$ cat src/rtl/board_loader.sv
// Serial 8x8 Life pattern loader: one cell bit per valid/ready beat, one row write per completed row, then a done pulse.
// Latency: a row's wr_en follows its last accepted bit by 1 cycle. Backpressure: in_ready is high only while a row is being shifted in.
// Build option BOARD_LOADER_PARITY_EN adds a trailing odd-parity bit per row; bad rows are dropped and flag err.
module board_loader #(
    parameter int ROWS = 8,
    parameter int COLS = 8
) (
    input  logic                    ph1,
    input  logic                    reset,
    input  logic                    start,
    input  logic                    in_valid,
    input  logic                    in_bit,
    output logic                    in_ready,
    output logic                    wr_en,
    output logic [$clog2(ROWS)-1:0] wr_addr,
    output logic [COLS-1:0]         wr_data,
    output logic                    busy,
    output logic                    done,
    output logic                    err
);

`ifdef BOARD_LOADER_PARITY_EN
    localparam int LEN = COLS + 1;
`else
    localparam int LEN = COLS;
`endif
    localparam int CW = $clog2(LEN + 1);
    localparam int RW = $clog2(ROWS);
    localparam logic [RW-1:0] LAST_ROW = RW'(ROWS - 1);

    typedef enum logic [1:0] {IDLE, SHIFT, WRITE, DONE} state_t;

    state_t          state, state_nxt;
    logic [CW-1:0]   bit_cnt;
    logic [RW-1:0]   row_idx;
    logic [COLS-1:0] row_sr;
    logic [COLS-1:0] row_nxt;
    logic            accept;
    logic            row_end;
    logic            row_ok;

    assign accept  = in_valid && (state == SHIFT);
    assign row_end = accept && (bit_cnt == CW'(LEN - 1));

`ifdef BOARD_LOADER_PARITY_EN
    logic par_acc;
    logic par_nxt;
    logic row_ok_q;
    logic err_q;

    // The trailing parity bit is counted but never shifted into the row.
    assign row_nxt = (int'(bit_cnt) < COLS) ? {in_bit, row_sr[COLS-1:1]} : row_sr;
    assign par_nxt = par_acc ^ in_bit;
    assign row_ok  = row_ok_q;
    assign err     = err_q;

    always_ff @(posedge ph1 or posedge reset) begin
        if (reset) begin
            par_acc  <= 1'b0;
            row_ok_q <= 1'b0;
            err_q    <= 1'b0;
        end else begin
            if (state == IDLE && start) begin
                par_acc <= 1'b0;
                err_q   <= 1'b0;
            end
            if (accept) begin
                par_acc <= row_end ? 1'b0 : par_nxt;
                if (row_end) begin
                    row_ok_q <= par_nxt;
                    if (!par_nxt) begin
                        err_q <= 1'b1;
                    end
                end
            end
        end
    end
`else
    assign row_nxt = {in_bit, row_sr[COLS-1:1]};
    assign row_ok  = 1'b1;
    assign err     = 1'b0;
`endif

    always_ff @(posedge ph1 or posedge reset) begin
        if (reset) begin
            state <= IDLE;
        end else begin
            state <= state_nxt;
        end
    end

    always_comb begin
        state_nxt = state;
        in_ready  = 1'b0;
        wr_en     = 1'b0;
        busy      = 1'b1;
        done      = 1'b0;
        case (state)
            IDLE: begin
                busy = 1'b0;
                if (start) begin
                    state_nxt = SHIFT;
                end
            end
            SHIFT: begin
                in_ready = 1'b1;
                if (row_end) begin
                    state_nxt = WRITE;
                end
            end
            WRITE: begin
                wr_en     = row_ok;
                state_nxt = (row_idx == LAST_ROW) ? DONE : SHIFT;
            end
            DONE: begin
                done      = 1'b1;
                state_nxt = IDLE;
            end
            default: state_nxt = IDLE;
        endcase
    end

    // wr_addr/wr_data are captured as the row completes and held until the next row.
    always_ff @(posedge ph1 or posedge reset) begin
        if (reset) begin
            bit_cnt <= '0;
            row_idx <= '0;
            row_sr  <= '0;
            wr_addr <= '0;
            wr_data <= '0;
        end else begin
            if (state == IDLE && start) begin
                bit_cnt <= '0;
                row_idx <= '0;
            end
            if (accept) begin
                row_sr <= row_nxt;
                if (row_end) begin
                    bit_cnt <= '0;
                    wr_addr <= row_idx;
                    wr_data <= row_nxt;
                end else begin
                    bit_cnt <= bit_cnt + 1'b1;
                end
            end
            if (state == WRITE && row_idx != LAST_ROW) begin
                row_idx <= row_idx + 1'b1;
            end
        end
    end

endmodule

$ cat config.mk
export PLATFORM = sky130hd
export DESIGN_NAME = board_loader
export DESIGN_NICKNAME = d
export VERILOG_FILES = /design/src/rtl/board_loader.sv
export SDC_FILE = /design/constraint.sdc
export NUM_CORES = 1
export LEC_CHECK = 0
export CAP_MARGIN = 20
export CORE_MARGIN = 2
export CORE_UTILIZATION = 39
export CTS_BUF_LIST = sky130_fd_sc_hd__clkbuf_2 sky130_fd_sc_hd__clkbuf_4 sky130_fd_sc_hd__clkbuf_8
export DETAILED_ROUTE_END_ITERATION = 16
export GPL_TIMING_DRIVEN = 0
export PLACE_DENSITY_LB_ADDON = 0.12
export REMOVE_ABC_BUFFERS = 1
export SYNTH_ARGS = -nofsm -noshare
export SYNTH_HDL_FRONTEND = slang
export SYNTH_SLANG_ARGS = --single-unit
$ cat constraint.sdc
create_clock -name ph1 -period 2.05 [get_ports ph1]
set_input_delay 0.41 -clock ph1 [delete_from_list [all_inputs] [get_ports ph1]]
set_output_delay 0.41 -clock ph1 [all_outputs]
set_load 0.01 [all_outputs]
==> results of run 1 <==
per-layer routing:
layer  routed length [um]  up-vias
met5                    0        -
met3                   81        7
met2                  881       17
li1                     -      381
met1                  980      376
met4                   38        0
kinds of logic after synthesis:
kind of cell	count (synthesis)	synth area share [%]
AO/OA/AOI/OAI	15	9.49
adder cells (fa/ha/maj)	3	2.96
buffers and inverters	9	4.64
flip-flops	27	53.4
multiplexers	19	19.3
other	1	0.296
AND/OR/NAND/NOR	19	9.98
power groups by stage:
| stage | Clock [mW] | Combinational (mW) | Sequential [mW] |
|---|---|---|---|
| 4_1_cts | 0.251 | 0.763 | 0.889 |
| 2_1_floorplan | 0 | 0.420 | 0.912 |
| 5_1_grt | 0.271 | 0.825 | 0.923 |
| 3_5_place_dp | 0 | 0.715 | 0.915 |
| 6_report | 0.238 | 0.760 | 0.883 |
| 3_3_place_gp | 0 | 0.700 | 0.909 |
flip-flops by register name, indices dropped and copies added, names as in the netlist:
register  cells
bit_cnt       4
row_idx       3
row_sr        7
state         2
wr_addr       3
wr_data       8
per-stage QoR:
stage	instance area (um^2)	setup WS (ns)	hold slack (ns)	power, mW	util (%)
after CTS	1520	0.0175	0.519	1.90	49.5
after global routing	1560	0.0399	0.275	2.02	50.7
after floorplan	1220	0.600	0.463	1.33	-
final	1560	0.137	0.263	1.88	50.7
after detailed placement	1470	0.0329	0.486	1.63	47.7
after global placement	1470	0.0525	0.468	1.61	47.7
layout by cell type (no fill, tap or decap):
master,instances
or2_2,1
a311oi_1,1
nor3_1,1
dlymetal6s2s_1,1
clkbuf_4,4
a22o_1,7
buf_4,4
nand3_1,2
a21oi_1,1
and2b_4,1
mux2_2,8
conb_1,1
and2_0,1
buf_16,1
inv_1,4
mux2_1,3
ha_1,3
nand3b_4,1
a311o_1,1
clkdlybuf4s50_1,18
o21ai_0,1
o31ai_1,1
a21o_1,1
dfrtp_1,25
and3_4,1
and2_1,1
o21bai_1,2
or4_1,1
nand2_1,2
nor2_1,4
nor2b_1,2
dfrtp_2,2
and3b_1,1
mux2_4,8
timing repair:
action,CTS,global route
endpoints found under the hold margin,0,0
gates resized for setup,2,1
hold buffers,0,0
endpoints found under the setup margin,4,1
buffers inserted,3,1
pin swaps,0,0
final timing paths:
path                             from          to  slack [ns]
setup / recovery             state[1]       wr_en        0.14
hold / removal                  reset  wr_data[4]        0.26
setup reg to reg             state[1]  wr_data[4]        0.39
hold reg to reg            wr_data[6]  wr_data[6]        0.51
max in group asynchronous       reset    state[1]        1.41
min in group ph1           wr_data[6]  wr_data[6]        0.51
layout make-up:
cell class                      count  area share, %
Inverter                            4          0.962
Multi-Input combinational cell     57           34.1
Tap cell                           44           3.53
Timing Repair Buffer               24           16.0
Sequential cell                    27           43.5
Clock buffer                        4           1.92
==> flow_results.org, run 1 <==
** Outcome
- Result of the run :: completed

** Pwr
- In this run the power spent charging and discharging nets is 0.573 mW.
- Of the total power, registers draw 46.9%.
- In this run the static leakage power is 0.719 nW.
- Cell internal power was estimated by the tool at 1.31 mW.
- Fraction of power consumed by the clock network :: 12.7%
- Switching Share :: 30.4%
- Power density relative to cell area :: 1210 nW/um^2
- IR analysis of the VDD net gives a maximum drop of 0.621 mV.
- The share of total power dissipated in combinational logic is 40.4%.

** CTS
- Clk root buf :: clkbuf_4
- Number of buffers created by CTS :: 3
- Clock-pin slew was measured on the worst setup and hold paths at 0.13 ns.
- H-tree depth :: 1
- TritonCTS built the clock tree.
- Max clock buf depth :: 2
- The later pin in the worst-skew pair is clocked with a latency of 0.32 ns.
- Sink count of the clock tree :: 27

** Cells and area
- The post-route netlist has 26.7% of its cells at a drive strength greater than 1.
- Layout overhead on the synthesized area :: 23.2%
- The finished layout holds 160 standard cells, fillers aside.
- Post-layout net count :: 125
- Filler cell count :: 294
- N_diodes :: 0
- Register cell area after layout :: 678 um^2
- In the final layout, the multi-input gates occupy 532 um^2.

** Timing
- # setup viols final :: 0
- After layout, the worst path uses 93.3% of the clock period.
- Total count of max-transition violations in the final report :: 0
- The worst path needs 1.91 ns of the cycle, external delays included.
- Fmax :: 523 MHz
- Between clock sinks in the finished design, the worst skew comes to 0.00193 ns.
- Setup repair after global routing left no endpoint under its margin.
- The number of hold violations in the final report was 0.
- Summed over all failing endpoints, the final setup total negative slack is 0 ns.

** Placement
- The wire-length estimate of the detail-placed layout is 1380 um.
- Counting tap cells, the placed design contains a total of 151 instances.
- At the end of routability-driven placement, the weighted congestion stood at 0.788.
- Number of port buffers :: 19

** Drt
- The routed layout has 781 vias.
- Total routed wirelength :: 1980 um
- DRC marker count from the first detailed-route iteration :: 10
- The first detailed-routing pass ran for 4 iterations.
- Antenna Nets Post-Route :: 0
- Drc violations :: 0
- Dividing the detail-routed wire length by the instance count gives 12.4 um.
- Number of vias per cell after detailed routing :: 4.88

** Synthesis
- Top area cells in the synthesized netlist :: dfrtp_1 (53%), mux2_4 (9.5%), mux2_2 (7.1%)
- Dominant cell type by area after synthesis :: dfrtp_1
- Yosys mapped a number of flops with a built-in enable equal to 0.
- List of most frequent post-synthesis cells :: dfrtp_1 (27), mux2_2 (8), mux2_4 (8), a22o_1 (7)
- Sequential cells were found to cover 53.4% of the synthesized design area.
- Dominant register cell in the synthesized netlist :: dfrtp_1
- For this run, the number of Yosys warnings is 0.
- Netlist area before placement :: 1270 um^2
- Average cell area after synthesis :: 13.6 um^2
- Counting every instance in the synthesized netlist gives 93.
- Most repeated cell in the gate-level netlist after synthesis :: dfrtp_1
- Async set or reset register ratio after synthesis :: 100%
- In this run, synthesis produced a sequential element count of 27.
- Count of different cell masters after synthesis :: 32
- Summed over its instances, the top area cell type makes up 53.4% of the synthesized netlist area.

** Global routing
- After global routing, the most crowded layer is met2.
- Met2 Use GR :: 17.7%
- The number of antenna violations at the first check in global routing came to 0.
- In the global route stage, met1 resource usage came out at 17.6%.
- Met3 track demand over resource :: 2.56%
- GRT Util Overall :: 12.3%
- Total congestion overflow after global routing :: 0
- The via count of the first global-routing pass came to 723.
- The first global-routing pass estimated 3280 um of wire.
- Entering global routing, the biggest net connects 28 pins.

** Worst setup path
- Along the worst path, the maximum fanout reaches 7.
- Cell class contributing the biggest share of worst-path delay :: buffers and inverters
- The slowest stage of the critical path belongs to the cell clkdlybuf4s50_1.
- Logic depth of the worst setup path including buffers :: 2
- Startpoint type of the worst setup path :: flop
- STA puts the critical path data required time at 1.64 ns.
- Worst setup path class :: flop to output pin
- Counting cells, the worst reg-to-reg path comes to 4.
- Critical path cell sequence :: nor2b_1 -> clkdlybuf4s50_1
- Crit end category :: output pin
- The largest single stage delay on the critical path is 0.55 ns.
- Data arrival time of the critical path :: 1.50 ns
- Buffering stage count on the worst path with inverters included :: 1

** Flow run
- Max capacitance violation total :: 0

** Floorplanning
- The floorplan has 20 rows.
- Width of the die :: 61.0 um
- Chip height :: 61.0 um
- The die covers 3720 um^2.
- Core area :: 3080 um^2
- 21 I/O pins were placed.
- Initial core utilization :: 41.1%

** Hold path
- Worst min-delay path class :: input port to async pin
Power figures use the tool's default switching activity.
==> inputs of run 2 (changes only) <==
Settings changed: CAP_MARGIN 20 to not set.
==> flow_results.org, run 2 (synthesis gave the netlist of run 1 again) <==
** Timing
- The maximum clock frequency is 522 MHz (was 523 MHz).
- The final worst hold slack came to 0.510 ns (was 0.263 ns).
- The shortest period the worst path allows came to 1.91 ns (about the same).
- Final Hold Viols :: 0 (unchanged)
- RSZ-0062 raised after global routing :: no (unchanged)
- At the pin with the least slew margin, the transition time is 1.00 ns.
- # setup viols final :: 0 (unchanged)
- The final number of max-transition violations is 0 (unchanged).
- Final worst path period share :: 93.4% (was 93.3%)
- Slew headroom :: 33.1%
- The sum of negative setup slack came to 0 ns (unchanged).
- The clock tree skew after final layout came to 0.000926 ns (was 0.00193 ns).
- The final setup slack of the worst path came to 0.136 ns (was 0.137 ns).

** Pwr
- Leakage power total :: 0.706 nW (was 0.719 nW)
- The net switching power of the design is 0.572 mW (was 0.573 mW).
- Power density relative to cell area :: 1220 nW/um^2 (was 1210 nW/um^2)
- Fraction of power consumed by the clock network :: 12.7% (about the same)
- The internal power of the cells is 1.30 mW (was 1.31 mW).
- Switching Share :: 30.5% (was 30.4%)
- The share of total power in combinational logic is 40.2% (was 40.4%).
- The worst-case vdd ir drop was 0.621 mV (about the same).
- The part of the power in registers was 47.1% (was 46.9%).

** Floorplanning
- Die area :: 3720 um^2 (unchanged)
- Num ports :: 21 (unchanged)
- Chip height :: 61.0 um (unchanged)
- The number of rows in the core area was 20 (unchanged).
- Core area :: 3080 um^2 (unchanged)
- The die width was 61.0 um (unchanged).
- Initial core utilization :: 41.1% (unchanged)

** Drt
- Number of vias per cell after detailed routing :: 4.84 (was 4.88)
- Number of iterations in the first detailed-routing pass :: 4 (unchanged)
- The final wirelength is 1990 um (was 1980 um).
- The number of nets with antenna violations after detailed routing came to 0 (unchanged).
- The total vias in the final route is 769 (was 781).
- The post-detailed-route wirelength per cell was 12.5 um (was 12.4 um).
- The initial detailed-routing violation count is 9 (was 10).
- Drc violations :: 0 (unchanged)

** Global routing
- Total congestion overflow after global routing :: 0 (unchanged)
- Vias in the first global route :: 723 (unchanged)
- GRT Util Overall :: 12.3% (unchanged)
- Pin count of the biggest net entering global routing :: 28 (unchanged)
- Antenna violations before repair :: 0 (unchanged)
- The global-route wire length before repair is 3280 um (unchanged).

** CTS
- The library cell used as clock root buffer is clkbuf_4 (unchanged).
- Clock transition time at the flip-flop clock pins of the worst setup and hold paths :: 0.13 ns (about the same)
- The clock tree from TritonCTS is built (unchanged).
- The number of H-tree branching levels was 1 (unchanged).
- Insertion delay to the later sink of the worst-skew pair :: 0.32 ns (about the same)
- The total clock sinks was 27 (unchanged).
- The maximum buffer depth of the clock tree was 2 (unchanged).
- The total CTS buffers is 3 (unchanged).

** Worst setup path
- The delay of the slowest critical-path stage is 0.55 ns (about the same).
- The reg-to-reg startpoint is state[1] (unchanged).
- The count of buffering cells on the critical path with inverters included is 1 (unchanged).
- The reg-to-reg critical path endpoint was wr_data[4] (unchanged).
- Critical path cell sequence: nor2b_1 -> clkdlybuf4s50_1 (unchanged).
- The data required time of the critical path was 1.64 ns (about the same).
- The critical path endpoint category was an output pin (unchanged).
- The kind of cell with the highest combined delay on the critical path is buffers and inverters (unchanged).
- Slowest stage cell on the critical path :: clkdlybuf4s50_1 (unchanged)
- Data arrival time of the critical path :: 1.50 ns (about the same)
- Depth of the worst register-to-register path :: 4 (unchanged)
- The category of the worst setup path launch point was a flop (unchanged).
- Maximum fanout count along the critical path :: 7 (unchanged)
- The critical path class is flop to output pin (unchanged).
- The minimum setup slack among reg-to-reg paths came to 0.39 ns (about the same).

** Cells and area
- Max FFs per register :: 8 (unchanged)
- Largest register by flop count :: wr_data (unchanged)
- Most common library cell in the layout ignoring fill and taps :: dfrtp_1 (unchanged)
- Layout overhead on the synthesized area :: 21.0% (was 23.2%)
- Filler cell count :: 298 (was 294)
- Commonest non-fill, non-tap cells in the layout: dfrtp_1 (25), clkdlybuf4s50_1 (18), mux2_4 (8), mux2_2 (8), a22o_1 (7) (unchanged).
- Registers with the most flip-flops :: wr_data: 8 flops, row_sr: 7 flops, bit_cnt: 4 flops (unchanged)
- Post-layout net count :: 124 (was 125)
- The final antenna diode count came to 0 (unchanged).
- Share of cells above drive strength 1 :: 26.1% (was 26.7%)

** Hold path
- Min-Delay Endpoint :: wr_data[6]
- Along the worst hold path, the cell count comes to 1.
- The class of the tightest hold or removal check is flop to flop (was input port to async pin).
- Hold Path Origin :: wr_data[6]

** Placement
- DP Wirelength :: 1380 um (unchanged)
- Number of port buffers :: 19 (unchanged)
- Worst slack after detailed placement :: 0.0329 ns (unchanged)
- RD Place Congestion :: 0.788 (unchanged)

** Outcome
- Result of the run: completed (unchanged).

** Flow run
- The number of maximum-capacitance constraint violations is 0 (unchanged).
## run 2: area by class of cell
type	instances	area [um^2]	area share [%]
timing repair buffer	23	223	14.5
tap	44	55.1	3.59
inverter	4	15.0	0.980
multi-input combinational	57	532	34.7
clock buffer	4	30.0	1.96
sequential	27	678	44.2
## run 2: routing by layer
layer	wire (um)	track usage [%]
met2	892	17.7
met4	30	5.59
met3	78	2.56
met1	991	17.6
met5	0	0
## run 2: worst max path at each step
stage | startpoint | endpoint | slack [ns] | cells after the start
final | state[1] | wr_en | 0.14 | 2
after global routing | state[1] | wr_en | 0.04 | 2
after CTS | state[0] | busy | 0.02 | 2
after detailed placement | in_valid | wr_data[5] | 0.03 | 4
after global placement | in_valid | wr_data[5] | 0.05 | 4
after floorplan | state[1] | wr_data[4] | 0.60 | 3
## run 2: power by group through the flow
stage / registers, mW / clock network (mW) / logic (mW)
after floorplan: 0.912 / 0 / 0.420
after global routing: 0.923 / 0.270 / 0.818
after global placement: 0.909 / 0 / 0.700
after detailed placement: 0.915 / 0 / 0.715
after CTS: 0.889 / 0.251 / 0.763
final: 0.883 / 0.238 / 0.753
## run 2: repair_timing
action / in CTS / in global routing
resized for setup: 2 / 1
setup buffers: 3 / 1
hold buffers: 0 / 0
pin swaps: 0 / 0
setup endpoints to repair: 4 / 1
## run 2: metrics by stage
step | instance area (um^2) | utilization (%) | cells | power, mW
after floorplan | 1220 | - | 88 | 1.33
after global placement | 1470 | 47.7 | 151 | 1.61
after detailed placement | 1470 | 47.7 | 151 | 1.63
after CTS | 1520 | 49.5 | 158 | 1.90
after global routing | 1530 | 49.8 | 159 | 2.01
final | 1530 | 49.8 | 159 | 1.88
